--- src/rtl/exe_stage_unit.sv ---
// Execute stage: builds Val2, runs the ALU with NZCV generation, resolves branches,
// and holds the architectural status register plus the EX/MEM pipeline register.
module exe_stage_unit #(
    parameter int WORD_LENGTH = 32
) (
    input  logic                   clk,
    input  logic                   rst,
    input  logic                   freeze,
    input  logic [WORD_LENGTH-1:0] pc_in,
    input  logic [WORD_LENGTH-1:0] val_rn_in,
    input  logic [WORD_LENGTH-1:0] val_rm_in,
    input  logic [23:0]            signed_immediate_in,
    input  logic [11:0]            shift_operand_in,
    input  logic                   is_immediate_in,
    input  logic                   status_write_enable_in,
    input  logic [3:0]             execute_command_in,
    input  logic                   mem_read_in,
    input  logic                   mem_write_in,
    input  logic                   wb_enable_in,
    input  logic                   is_branch_in,
    input  logic [3:0]             dest_reg_in,
    output logic [3:0]             status_reg_out,
    output logic                   branch_taken,
    output logic                   flush,
    output logic [WORD_LENGTH-1:0] branch_address,
    output logic [WORD_LENGTH-1:0] alu_result_out,
    output logic [WORD_LENGTH-1:0] store_data_out,
    output logic [3:0]             dest_reg_out,
    output logic                   mem_read_out,
    output logic                   mem_write_out,
    output logic                   wb_enable_out
);

    localparam logic [3:0] CMD_MOV = 4'b0001;
    localparam logic [3:0] CMD_ADD = 4'b0010;
    localparam logic [3:0] CMD_ADC = 4'b0011;
    localparam logic [3:0] CMD_SUB = 4'b0100;
    localparam logic [3:0] CMD_SBC = 4'b0101;
    localparam logic [3:0] CMD_AND = 4'b0110;
    localparam logic [3:0] CMD_ORR = 4'b0111;
    localparam logic [3:0] CMD_EOR = 4'b1000;
    localparam logic [3:0] CMD_MVN = 4'b1001;

    localparam int MSB = WORD_LENGTH - 1;

    logic                   c_flag;
    logic                   v_flag;
    logic [WORD_LENGTH-1:0] val2;
    logic [WORD_LENGTH-1:0] imm_word;
    logic [WORD_LENGTH-1:0] rot_src;
    logic [4:0]             rot_amount;
    logic [2*WORD_LENGTH-1:0] rot_pair;
    logic [4:0]             shift_amount;
    logic [1:0]             shift_type;
    logic                   is_mem_op;

    logic                   is_sub;
    logic                   add_cin;
    logic [WORD_LENGTH-1:0] add_b;
    logic [WORD_LENGTH:0]   sum_ext;
    logic                   sum_overflow;

    logic [WORD_LENGTH-1:0] alu_result;
    logic [3:0]             flags_next;

    assign c_flag = status_reg_out[1];
    assign v_flag = status_reg_out[0];

    // Branch resolution stays combinational so IF/ID sees it in the same cycle, even under freeze.
    assign branch_taken   = is_branch_in;
    assign flush          = is_branch_in;
    assign branch_address = pc_in + {{(WORD_LENGTH-26){signed_immediate_in[23]}},
                                     signed_immediate_in, 2'b00};

    assign is_mem_op    = mem_read_in | mem_write_in;
    assign shift_amount = shift_operand_in[11:7];
    assign shift_type   = shift_operand_in[6:5];
    assign imm_word     = {{(WORD_LENGTH-8){1'b0}}, shift_operand_in[7:0]};

    // Both the immediate rotator and the register ROR share one doubled-word right shifter.
    always_comb begin
        rot_src    = val_rm_in;
        rot_amount = shift_amount;
        if (is_immediate_in) begin
            rot_src    = imm_word;
            rot_amount = {shift_operand_in[11:8], 1'b0};
        end
    end

    assign rot_pair = {rot_src, rot_src} >> rot_amount;

    always_comb begin
        val2 = val_rm_in;
        if (is_mem_op) begin
            val2 = {{(WORD_LENGTH-12){1'b0}}, shift_operand_in};
        end else if (is_immediate_in) begin
            val2 = rot_pair[WORD_LENGTH-1:0];
        end else begin
            case (shift_type)
                2'b00:   val2 = val_rm_in << shift_amount;
                2'b01:   val2 = val_rm_in >> shift_amount;
                2'b10:   val2 = WORD_LENGTH'($signed(val_rm_in) >>> shift_amount);
                default: val2 = rot_pair[WORD_LENGTH-1:0];
            endcase
        end
    end

    // Subtraction is rn + ~val2 + cin, so one adder serves all four arithmetic commands.
    always_comb begin
        is_sub  = (execute_command_in == CMD_SUB) || (execute_command_in == CMD_SBC);
        add_b   = is_sub ? ~val2 : val2;
        case (execute_command_in)
            CMD_ADC: add_cin = c_flag;
            CMD_SUB: add_cin = 1'b1;
            CMD_SBC: add_cin = c_flag;
            default: add_cin = 1'b0;
        endcase
    end

    assign sum_ext      = {1'b0, val_rn_in} + {1'b0, add_b} + {{WORD_LENGTH{1'b0}}, add_cin};
    assign sum_overflow = (val_rn_in[MSB] == add_b[MSB]) && (sum_ext[MSB] != val_rn_in[MSB]);

    always_comb begin
        alu_result = '0;
        flags_next = status_reg_out;
        case (execute_command_in)
            CMD_MOV: alu_result = val2;
            CMD_MVN: alu_result = ~val2;
            CMD_AND: alu_result = val_rn_in & val2;
            CMD_ORR: alu_result = val_rn_in | val2;
            CMD_EOR: alu_result = val_rn_in ^ val2;
            CMD_ADD, CMD_ADC, CMD_SUB, CMD_SBC: alu_result = sum_ext[WORD_LENGTH-1:0];
            default: alu_result = '0;
        endcase
        case (execute_command_in)
            CMD_ADD, CMD_ADC, CMD_SUB, CMD_SBC:
                flags_next = {alu_result[MSB], (alu_result == '0), sum_ext[WORD_LENGTH], sum_overflow};
            CMD_MOV, CMD_MVN, CMD_AND, CMD_ORR, CMD_EOR:
                flags_next = {alu_result[MSB], (alu_result == '0), c_flag, v_flag};
            default:
                flags_next = status_reg_out;
        endcase
    end

    always_ff @(posedge clk or negedge rst) begin
        if (!rst) begin
            status_reg_out <= 4'b0000;
            alu_result_out <= '0;
            store_data_out <= '0;
            dest_reg_out   <= 4'd0;
            mem_read_out   <= 1'b0;
            mem_write_out  <= 1'b0;
            wb_enable_out  <= 1'b0;
        end else if (!freeze) begin
            if (status_write_enable_in) begin
                status_reg_out <= flags_next;
            end
            alu_result_out <= alu_result;
            store_data_out <= val_rm_in;
            dest_reg_out   <= dest_reg_in;
            mem_read_out   <= mem_read_in;
            mem_write_out  <= mem_write_in;
            wb_enable_out  <= wb_enable_in;
        end
    end

endmodule

--- config.mk ---
export PLATFORM = sky130hd
export DESIGN_NAME = exe_stage_unit
export DESIGN_NICKNAME = d
export VERILOG_FILES = /design/src/rtl/exe_stage_unit.sv
export SDC_FILE = /design/constraint.sdc
export NUM_CORES = 1
export LEC_CHECK = 0
export ABC_AREA = 1
export CORE_ASPECT_RATIO = 1.75
export CORE_MARGIN = 10
export CORE_UTILIZATION = 30
export CTS_BUF_LIST = sky130_fd_sc_hd__clkbuf_16
export DETAILED_ROUTE_END_ITERATION = 8
export MAX_ROUTING_LAYER = met4
export PLACE_DENSITY_LB_ADDON = 0.2
export SLEW_MARGIN = 30
export SYNTH_ARGS = -nofsm -noshare
export SYNTH_HDL_FRONTEND = slang
export SYNTH_SLANG_ARGS = --single-unit
--- constraint.sdc ---
create_clock -name clk -period 2.6 [get_ports clk]
set_input_delay 0.39 -clock clk [delete_from_list [all_inputs] [get_ports clk]]
set_output_delay 0.39 -clock clk [all_outputs]
set_load 0.02 [all_outputs]
# Word-level counts from Yosys, hierarchy flattened
# Index checks and enable logic that the tools add are counted.
[totals]
wordCells = 54
ff_bits = 75
in_bits = 149
[classes]
n_mux = 9
bitwise = 7
n_eq_ne = 13
addsub = 3
n_reduce_logical = 10
n_shift = 4
[ops]
columns = ["operator", "count"]
rows = [
  ["32-bit case mux with 6 select lines", 1],
  ["32-bit two-way mux", 4],
  ["32-bit case mux with 3 select lines", 1],
  ["64-bit by 5-bit >> shifter with 32-bit output", 1],
  ["32-bit by 32-bit adder with 33-bit output", 1],
  ["33-bit by 1-bit adder with 33-bit output", 1],
  ["32-bit adder", 1],
  ["32-bit AND", 1],
  ["32-bit zero test", 1],
  ["32-bit inverter", 1],
  ["32-bit bitwise OR", 1],
  ["32-bit by 5-bit << shifter with 32-bit output", 1],
  ["32-bit by 5-bit >> shifter with 32-bit output", 1],
  ["32-bit by 5-bit >>> shifter with 32-bit output", 1],
  ["32-bit XOR", 1],
  ["4-bit by 3-bit == test with 1-bit output, second input constant", 4],
  ["4-bit by 2-bit == test with 1-bit output, second input constant", 2],
  ["4-bit == test, second input constant", 2],
  ["4-bit case mux with 2 select lines", 1],
  ["5-bit OR reduction", 1],
  ["4-bit by 1-bit == test with 1-bit output, second input constant", 1],
  ["4-bit AND reduction", 1],
  ["4-bit OR reduction", 1],
  ["3-bit AND reduction", 1],
  ["other kinds (13)", 14],
]

# Logic depth before layout (Yosys ltp)
[depth]
ltp_word = 12
depth_mapped = 39

# Worst setup path after synthesis
# Ideal clock, no wire load.
[synth_timing]
path_kind = "input to register"
startpoint = "in is_immediate_in"
endpoint = "reg status_reg_out[2]"
path_stages = 32
arrival_ns = 4.037
slack_ns = -1.503
cell_sequence = "buf_4 -> nor2_1 -> buf_2 -> nand2_1 -> nand3_1 -> nand3_1 -> nand3_1 -> nand2_1 -> nand2_1 -> nand3_1 -> nand3_1 -> nand2_1 -> xor2_1 -> fa_1 -> fa_1 -> inv_1 -> nand3_1 -> nand2_1 -> a21oi_1 -> o21ai_0 -> nand3b_1 -> nand2_1 -> nand2_1 -> nand3_1 -> nand3_1 -> nor2_2 -> nand2_1 -> nor2_1 -> nand2_1 -> nor2_1 -> nand4_1 -> nand2_1"
[synth_via]
elab_chain_cells = 12
elab_cells_between_ends = 16
[synth_lines]
columns = ["element", "line", "text"]
rows = [
  ["from (decl)", "14", "input logic is_immediate_in,"],
  ["32-bit two-way mux or 1-bit two-way mux (tied branches)", "84", "if (is_immediate_in) begin"],
  ["64-bit by 5-bit >> shifter with 32-bit output", "90", "assign rot_pair = {rot_src, rot_src} >> rot_amount;"],
  ["32-bit case mux with 3 select lines", "99", "case (shift_type)"],
  ["32-bit two-way mux *", "96", "end else if (is_immediate_in) begin"],
  ["32-bit two-way mux *", "94", "if (is_mem_op) begin"],
  ["32-bit inverter", "111, 128", ""],
  ["32-bit two-way mux", "111", "add_b = is_sub ? ~val2 : val2;"],
  ["32-bit by 32-bit adder with 33-bit output", "120", "assign sum_ext = {1'b0, val_rn_in} + {1'b0, add_b} + {{WORD_LENGTH{1'b0}}, add_cin};"],
  ["33-bit by 1-bit adder with 33-bit output", "120", ""],
  ["32-bit case mux with 6 select lines *", "126", "case (execute_command_in)"],
  ["32-bit zero test *", "137, 139", ""],
  ["4-bit case mux with 2 select lines *", "135", "case (execute_command_in)"],
  ["to (signal assigned)", "156", "status_reg_out <= flags_next;"],
  ["to (decl)", "22", "output logic [3:0] status_reg_out,"],
]
# Every way passes the cells marked *; elsewhere a longest branch is shown, timed or not. The select of a mux whose other input is x is not followed.
# A chain may end at the register's enable or synchronous reset.

# Worst setup path after layout
[layout_timing]
startpoint = "in shift_operand_in[7]"
endpoint = "reg status_reg_out[2]"
[layout_via]
elab_chain_cells = 12
elab_cells_between_ends = 19
[layout_lines]
columns = ["element", "line", "text"]
rows = [
  ["from (decl)", "13", "input logic [11:0] shift_operand_in,"],
  ["32-bit two-way mux or 1-bit two-way mux (tied branches)", "84", ""],
  ["64-bit by 5-bit >> shifter with 32-bit output", "90", ""],
  ["32-bit case mux with 3 select lines", "99", ""],
  ["32-bit two-way mux", "96", ""],
  ["32-bit two-way mux *", "94", ""],
  ["32-bit inverter", "111, 128", ""],
  ["32-bit two-way mux", "111", ""],
  ["32-bit by 32-bit adder with 33-bit output", "120", ""],
  ["33-bit by 1-bit adder with 33-bit output", "120", ""],
  ["32-bit case mux with 6 select lines *", "126", ""],
  ["32-bit zero test *", "137, 139", ""],
  ["4-bit case mux with 2 select lines *", "135", ""],
]
# Marked as above.

==> out/metrics.cfg <==
[yosys]
synth_edf_count=0
synth_top_area_cell=nand2_1
synthMuxAreaShare_pct=0
synth_fa_ha_area_share_pct=10.6
synth_xor_area_share_pct=3.57
synth_top_cell_area_share_pct=22.3
yosys.area_share.simple_pct=51.8
synth_area_sq_mm=0.0152
synth_nets=2974
postSynth.asyncResetShare_pct=100
synthTopCellsByCount=905 x nand2_1, 575 x nand3_1, 217 x inv_1, 135 x nor2_1, 124 x ha_1
synth_compound_gate_area_share_pct=10.9
avgSynthCellArea_sq_um=5.63
ys_warn_count=0
synth_ff_type=dfrtp_1
ys_types=53
synth_area_leaders=nand2_1 22%, nand3_1 19%, dfrtp_1 12%
yosys.cell_count.top_type=nand2_1
seq_area_frac_synth_pct=12.3
synth_seq_cells=75
synth_top_family_by_area=simple AND/OR/NAND/NOR gates
syn_inst=2698

[setup_path]
r2r_end=alu_result_out[26]$_DFFE_PN0N_
critPathRequiredTime_ns=2.92
r2r_slack_ns=-0.62
cpLargestDelayFamily=buffers and inverters
reg2regPathDepth=20
startpoint=shift_operand_in[7]
critPathMaxStageDelay_ns=0.16
r2r-start=status_reg_out[1]$_DFFE_PN0P_
crit_fanout=7
critical_path_class=in2reg
arrival_ns=4.62
cpMostUsedCell=buf_4
path_buf_inv=22
cpMaxStageDelayCell=nor2_2
worst_setup_path_end_kind=flip-flop
cp-start-kind=input port

[cts]
worstSkewPairLatency_ns=0.37
cts_hold_buf=0
htree_levels=3
cts_buffers=9
ctsRootBufferMaster=clkbuf_16
clock-sinks=75
clk_transition_reported_paths_ns=0.08
cts_tree=done
clk_path_buf_depth=2

[die]
start_util_pct=30.2
num_io_pins=258
die-width_um=190
fp.dieH_um=318
fp.dieArea_sq_mm=0.0604
rows=109
core_area_sq_mm=0.0503

[pwr]
finalPower_uw=10300
pwr_density_cell_mw_per_mm2=359
leakage_uw=0.0146
peakVddDrop_mv=0.454

[timing]
finalHoldViolations=0
fmax_ghz=0.232
slew_viol_final=0
skew_ns=0.0107
min_period_ns=4.31
finalSetupTns_ns=-48.26
finalSetupViolCount=53
slew_headroom_pct=49.3
post-route-period-util_pct=166
fin_ws_ns=-1.71
rsz0062_at_grt=true
tightest_slew_ns=0.761

[outcome]
status=finished, violations left
violations=setup timing

[global_routing]
grt_max_degree=76
grt_pass1_wl_um=150000
grt_usage_pct=33.8
grt_pass1_vias=24100
antenna_found_initial=2
grt_overflow_total=0

[min_path]
hp-class=in2async

[cells_and_area]
n_fill_cell=4878
drive_gt1_share_pct=43.8
stdcell_area_sq_mm=0.0288
multi_input_area_sq_mm=0.0148
nets=3976
seqCellArea_sq_mm=0.00188
area_growth_syn_to_layout_pct=89.5

[route]
drc=0
num_vias=23200
viasPerCell=5.30
firstDrtPassIters=6
post_drt_wl_per_cell_um=23.6
ant_nets=0
dr.first_iter.drc_count=1368
wl_um=103000

[placed_design]
port_buffers=250
gp_congestion=1.13
dp_hpwl_um=84400
post_dp_cell_area_sq_mm=0.0241

[run]
maxCapViolCount=0

-- logic make-up (layout without fill, tap and decap cells) --
kind of cell,after synthesis,after routing
AND/OR/NAND/NOR,1767,1767
XOR/XNOR,62,62
buffers and inverters,375,1382
adder cells (fa/ha/maj),127,127
flip-flops,75,75
other,0,2
AO/OA/AOI/OAI,292,292
-- through the flow --
| stage | util (%) | hold slack [ns] | cells | setup WS, ns |
|---|---|---|---|---|
| global route | 57.2 | 0.101 | 4373 | -1.83 |
| finish | 57.2 | 0.0639 | 4373 | -1.71 |
| global placement | 48.0 | 0.461 | 4218 | -3.09 |
| CTS | 56.1 | 0.0932 | 4355 | -1.55 |
| floorplan | - | 0.0944 | 2698 | -1.19 |
| detailed placement | 48.0 | 0.464 | 4218 | -3.08 |
-- registers in the layout, indices dropped and copies added, names as in the netlist --
| register | cells |
|---|---|
| alu_result_out | 32 |
| mem_write_out | 1 |
| status_reg_out | 4 |
| dest_reg_out | 4 |
| store_data_out | 32 |
| mem_read_out | 1 |
| wb_enable_out | 1 |
-- layout by cell type (no fill, tap or decap), types with 38 or more instances in the layout --
cell             synthesis  routed
nand2_1                905     731
buf_6                    8      83
a21oi_2                  1      40
a21oi_1                100      51
buf_4                   20     777
nor2_1                 135      89
o21ai_0                110      68
ha_1                   124      98
clkdlybuf4s50_1          0     150
dfrtp_1                 75      75
nand3_1                575     391
dlygate4sd2_1            0      44
nand3_2                 18     170
nand2_2                 30     164
buf_12                   2      38
nand2_4                  8      46
inv_1                  217     194
-- final cells by class --
type / count / share of cell area [%]
Antenna cell: 2 / 0.0174
Multi-Input combinational cell: 2248 / 51.4
Timing Repair Buffer: 1135 / 34.8
Timing Repair inverter: 1 / 0.0304
Inverter: 230 / 3.17
Tap cell: 666 / 2.89
Clock inverter: 7 / 0.382
Clock buffer: 9 / 0.782
Sequential cell: 75 / 6.51
-- how the worst max path moves through the flow --
stage                                    end  slack (ns)  depth (start not counted)
2_1_floorplan  status_reg_out[2]$_DFFE_PN0P_       -1.19                         35
3_3_place_gp   status_reg_out[2]$_DFFE_PN0P_       -3.09                         30
3_5_place_dp   status_reg_out[2]$_DFFE_PN0P_       -3.08                         30
4_1_cts        status_reg_out[2]$_DFFE_PN0P_       -1.55                         34
5_1_grt        status_reg_out[2]$_DFFE_PN0P_       -1.83                         36
6_report       status_reg_out[2]$_DFFE_PN0P_       -1.71                         37
-- layer usage --
layer	vias up	wire, um	global-route usage [%]
met3	402	3900	4.22
met1	11000	33900	30.2
met2	831	54700	62.0
li1	11000	-	-
met4	0	10800	28.0
met5	-	0	-
-- what timing repair did --
action	CTS	global route
setup buffers	118	15
pin swaps	197	75
gates cloned	9	1
setup endpoints to repair	63	59
resized for setup	884	114
-- report_power, final --
part / internal [uW] / total, uW / leakage, uW / switching [uW]
sequential: 1310 / 1400 / 0.000942 / 86.6
combinational: 3360 / 7430 / 0.0135 / 4070
clock: 860 / 1510 / 0.000159 / 655
(Power assumes the default switching activity.)
